[src/rtl/audio_sample_pacer.sv]
`default_nettype none
// ============================================================================
// Module      : audio_sample_pacer
// Description : Sample-rate pacing FIFO. The bus side pushes 8-bit unsigned
//               audio samples; a programmable divider pops one sample per
//               period and presents it with a one-cycle strobe. On underrun
//               the block emits silence (128) and keeps the cadence.
// Revision    : 1.0 - initial release
// ============================================================================
module audio_sample_pacer #(
  parameter int DEPTH     = 256,
  parameter int LOW_WATER = 64
) (
  input  logic                     clk,
  input  logic                     rst,
  input  logic [7:0]               wr_data,
  input  logic                     wr_valid,
  output logic                     wr_ready,
  input  logic                     enable,
  input  logic [15:0]              div,
  input  logic                     clr_underrun,
  output logic [7:0]               sample_out,
  output logic                     sample_strobe,
  output logic [$clog2(DEPTH):0]   level,
  output logic                     underrun,
  output logic                     low_water
);

  localparam int                   ADDR_W        = $clog2(DEPTH);
  localparam int                   LEVEL_W       = ADDR_W + 1;
  localparam logic [7:0]           SILENCE       = 8'h80;
  localparam logic [LEVEL_W-1:0]   DEPTH_LVL     = LEVEL_W'(DEPTH);
  localparam logic [LEVEL_W-1:0]   LOW_WATER_LVL = LEVEL_W'(LOW_WATER);
  localparam logic [LEVEL_W-1:0]   LEVEL_ONE     = LEVEL_W'(1);
  localparam logic [ADDR_W-1:0]    PTR_ONE       = ADDR_W'(1);

  // Sample storage; no reset so it can map onto block RAM.
  logic [7:0]          mem [DEPTH];

  // Registered state.
  logic [15:0]         cnt_q,       cnt_d;
  logic [ADDR_W-1:0]   rd_ptr_q,    rd_ptr_d;
  logic [ADDR_W-1:0]   wr_ptr_q,    wr_ptr_d;
  logic [LEVEL_W-1:0]  level_q,     level_d;
  logic [7:0]          sample_q,    sample_d;
  logic                strobe_q,    strobe_d;
  logic                underrun_q,  underrun_d;
  logic                low_water_q, low_water_d;

  // Combinational control.
  logic                w_push;
  logic                w_tick;
  logic                w_empty;
  logic                w_pop;
  logic [7:0]          w_rd_data;

  // Handshake and tick decisions for this cycle.
  always_comb begin
    w_push    = wr_valid && (level_q != DEPTH_LVL);
    w_tick    = enable && (cnt_q >= div);
    w_empty   = (level_q == '0);
    w_pop     = w_tick && !w_empty;
    w_rd_data = mem[rd_ptr_q];
  end

  // Next-state logic for divider, pointers, occupancy and output registers.
  always_comb begin
    cnt_d       = cnt_q;
    rd_ptr_d    = rd_ptr_q;
    wr_ptr_d    = wr_ptr_q;
    level_d     = level_q;
    sample_d    = sample_q;
    strobe_d    = 1'b0;
    underrun_d  = underrun_q;
    low_water_d = enable && (level_q < LOW_WATER_LVL);

    // Divider: held at zero while disabled; >= lets a lowered div act at once.
    if (!enable || w_tick) begin
      cnt_d = 16'd0;
    end else begin
      cnt_d = cnt_q + 16'd1;
    end

    if (w_push) begin
      wr_ptr_d = wr_ptr_q + PTR_ONE;
    end

    if (w_pop) begin
      rd_ptr_d = rd_ptr_q + PTR_ONE;
    end

    // Simultaneous push and pop leaves occupancy unchanged.
    case ({w_push, w_pop})
      2'b10:   level_d = level_q + LEVEL_ONE;
      2'b01:   level_d = level_q - LEVEL_ONE;
      default: level_d = level_q;
    endcase

    // Every tick strobes; an empty FIFO yields silence instead of stalling.
    if (w_tick) begin
      strobe_d = 1'b1;
      sample_d = w_empty ? SILENCE : w_rd_data;
    end else if (!enable) begin
      sample_d = SILENCE;
    end

    // A new underrun outranks a simultaneous clear request.
    if (w_tick && w_empty) begin
      underrun_d = 1'b1;
    end else if (clr_underrun) begin
      underrun_d = 1'b0;
    end
  end

  // State registers with asynchronous reset.
  always_ff @(posedge clk or posedge rst) begin
    if (rst) begin
      cnt_q       <= 16'd0;
      rd_ptr_q    <= '0;
      wr_ptr_q    <= '0;
      level_q     <= '0;
      sample_q    <= SILENCE;
      strobe_q    <= 1'b0;
      underrun_q  <= 1'b0;
      low_water_q <= 1'b0;
    end else begin
      cnt_q       <= cnt_d;
      rd_ptr_q    <= rd_ptr_d;
      wr_ptr_q    <= wr_ptr_d;
      level_q     <= level_d;
      sample_q    <= sample_d;
      strobe_q    <= strobe_d;
      underrun_q  <= underrun_d;
      low_water_q <= low_water_d;
    end
  end

  // Array write port.
  always_ff @(posedge clk) begin
    if (w_push) begin
      mem[wr_ptr_q] <= wr_data;
    end
  end

  assign wr_ready      = (level_q != DEPTH_LVL);
  assign sample_out    = sample_q;
  assign sample_strobe = strobe_q;
  assign level         = level_q;
  assign underrun      = underrun_q;
  assign low_water     = low_water_q;

endmodule
`default_nettype wire

[config.mk]
export PLATFORM = sky130hd
export DESIGN_NAME = audio_sample_pacer
export DESIGN_NICKNAME = d
export VERILOG_FILES = /design/src/rtl/audio_sample_pacer.sv
export SDC_FILE = /design/constraint.sdc
export NUM_CORES = 2
export LEC_CHECK = 0
export ABC_AREA = 1
export CELL_PAD_IN_SITES_DETAIL_PLACEMENT = 1
export CELL_PAD_IN_SITES_GLOBAL_PLACEMENT = 1
export CORE_MARGIN = 2
export CORE_UTILIZATION = 27
export CTS_CLUSTER_SIZE = 28
export DETAILED_ROUTE_END_ITERATION = 10
export GPL_TIMING_DRIVEN = 1
export PLACE_DENSITY = 0.58
export SYNTH_ARGS = -nofsm -noshare
export SYNTH_HDL_FRONTEND = slang
export SYNTH_SLANG_ARGS = --single-unit
export TNS_END_PERCENT = 1
[constraint.sdc]
create_clock -name clk -period 5.35 [get_ports clk]
set_clock_uncertainty 0.2 [all_clocks]
set_input_delay 1.07 -clock clk [delete_from_list [all_inputs] [get_ports clk]]
set_output_delay 1.07 -clock clk [all_outputs]
set_load 0.05 [all_outputs]
==> impl_metrics.json <==
{
  "reg2reg_depth": 12,
  "synth_top_area_cell": "edfxtp_1",
  "first_global_vias": 60500,
  "cts_buffers": 231,
  "period_minus_slack_ns": 4.29,
  "drt_iter0_drc": 5068,
  "io_buffers": 49,
  "finalSetupViolCount": 0,
  "core_area_um2": 320000,
  "wl_per_cell_um": 23.5,
  "clk_root_buffer_cell": "clkbuf_16",
  "layout.nets": 7553,
  "drt_pass1_iterations": 5,
  "io_pins": 50,
  "grt_setup_unrepaired": "false",
  "multi_input_area_um2": 20900,
  "synth_top_cell_area_share_pct": 70.9,
  "hp-class": "reg -> reg",
  "cts_tree": "done",
  "place_congestion": 0.856,
  "routed_wl_um": 281000,
  "worst_ep_required_time_ns": 5.92,
  "placed_cells": 11600,
  "ys_warn_count": 0,
  "fillerInstances": 35200,
  "synth.area.top_cells": "edfxtp_1 71%, nor2_1 8.2%, o21ai_0 4.7%, nand3_1 4.5%, nand2_1 4.1%",
  "ant_nets": 0,
  "slew_headroom_pct": 23.5,
  "dieWidth_um": 571,
  "drc": 0,
  "ff2ff_setup_slack_ns": 1.06,
  "ys_seq_area_share_pct": 72.4,
  "grt_max_degree": 174,
  "hold_viol": 0,
  "crit_type": "reg -> reg",
  "die_h_um": 571,
  "startpoint_type": "flop",
  "antenna_found_initial": 11,
  "cap_violations": 0,
  "cts_resized": 0,
  "cts.sinks": 2100,
  "die-area_um2": 326000,
  "grt_pass1_wl_um": 414000,
  "arrival_ns": 4.86,
  "worst_pin_slew_ns": 1.15,
  "cts_buffer_depth": 4,
  "ir_drop_mv": 0.271,
  "synth_area_um2": 86800,
  "post-route-period-util_pct": 80.3,
  "cp-end-kind": "flop",
  "drive_gt1_share_pct": 6.84,
  "cp_max_fo": 173,
  "clkTransAtPathRegs_ns": 0.06,
  "finalSetupTns_ns": 0,
  "hpwl_um": 166000,
  "ys_seq_elements": 2100,
  "htreeDepth": 4,
  "status": "completed",
  "rows": 208,
  "grt_use_total_pct": 17.0,
  "clk-insertion-delay-late_ns": 0.90,
  "post-cts-setup-buffers": 0,
  "start_util_pct": 27.1,
  "max_freq_ghz": 0.233,
  "fin_cells": 12000,
  "regArea_um2": 62800,
  "num_vias": 57700,
  "leakagePower_uw": 0.0335,
  "synthCells": 7507,
  "ys_types": 35,
  "grt-ovfl-total": 0,
  "power-per-cell-area_nw_per_um2": 400,
  "hold_buffers": 0,
  "hold_slack_ns": 0.282,
  "slew_violations": 0,
  "syn2layout_area_growth_pct": 14.5,
  "avgSynthCellArea_um2": 11.6,
  "holdPathStages": 2,
  "vias_per_cell": 4.82,
  "synth_fp_nets": 7567
}
==> power breakdown <==
| group | internal, uW | leakage, uW | switching [uW] |
|---|---|---|---|
| Combinational | 1470 | 0.0110 | 4520 |
| Clock | 8750 | 0.00345 | 6540 |
| Sequential | 18200 | 0.0191 | 180 |
==> routing by layer <==
| metal | vias up | global-route usage (%) | routed length (um) |
|---|---|---|---|
| met4 | 2 | 4.34 | 7020 |
| met5 | - | 0 | 13 |
| met3 | 355 | 2.39 | 13300 |
| met1 | 29800 | 23.0 | 126000 |
| met2 | 1275 | 28.4 | 134000 |
| li1 | 26200 | - | - |
==> kinds of logic (layout without fill, tap and decap cells) <==
logic type      count (synthesis)  after routing  share of synthesized area [%]
xor+xnor                       17             17                          0.172
compound gates               1045           1045                           6.38
flops                        2100           2100                           72.4
simple gates                 3658           3658                           17.1
fa+ha+maj                      31             31                          0.456
other cells                     0              3                              0
buf+inv                       656            812                           3.57
==> worst paths after layout <==
path / from / endpoint
worst max-delay path: rd_ptr_q[0]$_DFFE_PP0P_ / sample_out[3]$_DFFE_PP0N_
min in group asynchronous: rst / cnt_q[13]$_DFF_PP0_
worst min-delay path: sample_out[2]$_DFFE_PP0N_ / sample_out[2]$_DFFE_PP0N_
worst min register to register: sample_out[2]$_DFFE_PP0N_ / sample_out[2]$_DFFE_PP0N_
worst max register to register: rd_ptr_q[0]$_DFFE_PP0P_ / sample_out[3]$_DFFE_PP0N_
max in group asynchronous: rst / rd_ptr_q[5]$_DFFE_PP0P_
==> cell usage after synthesis, drive strengths merged <==
cell type and count:
a21oi 62, fa 1, ha 30, and3 1, nor2 1894, nor3b 2
buf 324, xnor2 1, dfstp 1, dfrtp 51, nand2 944, nor3 14
xor2 16, o211ai 109, nand3 786, o21ai 874, or2 3, edfxtp 2048
nand4 13, inv 165, clkbuf 161, clkinv 6, nor4 1
==> final cells by class <==
type                       instances  share of cell area [%]
timing repair buffer             238                    2.49
multi-input combinational       4751                    21.0
tap                             4305                    5.42
clock buffer                     294                    6.21
clock inverter                   109                   0.911
sequential                      2100                    63.2
inverter                         171                   0.680
antenna                            3                 0.00756
==> cell usage in the layout (no fill, tap or decap), types with 62 or more instances in the layout <==
| cell type | netlist | final |
|---|---|---|
| a21oi_1 | 62 | 62 |
| nand2_1 | 944 | 944 |
| o21ai_0 | 813 | 813 |
| nor2_1 | 1893 | 1893 |
| edfxtp_1 | 2048 | 2048 |
| buf_4 | 60 | 147 |
| nand3_1 | 786 | 780 |
| clkbuf_16 | 0 | 234 |
| o211ai_1 | 103 | 103 |
| inv_1 | 163 | 160 |
==> sequential cells by signal, summed over array words and instances, names as in the netlist <==
register,cells
low_water,1
sample_out,8
level,9
sample_strobe,1
wr_ptr_q,8
rd_ptr_q,8
cnt_q,16
mem,2048
underrun,1
==> worst max-delay path: stages (launching register included) <==
cell and delay (ns):
dfrtp_4 1.01, inv_16 0.40, buf_12 0.42, o21ai_0 0.31, nand3_1 0.16, nand3_1 0.20
nand3_1 0.30, nand3_1 0.39, nand2_1 0.14, nand3_1 0.09, nand2_1 0.13, nand2_1 0.09
nand2_1 0.05
==> metrics by stage <==
stage               util, %  power [uW]  setup WS, ns  cell area, um2
global route           31.0       41200         0.834           99300
finish                 31.0       39700          1.06           99300
floorplan                 -       22200          1.02           86800
global placement       28.8       24700         0.504           92300
CTS                    31.0       40100          1.11           99300
detailed placement     28.8       24800         0.500           92300
(Power assumes the default switching activity.)
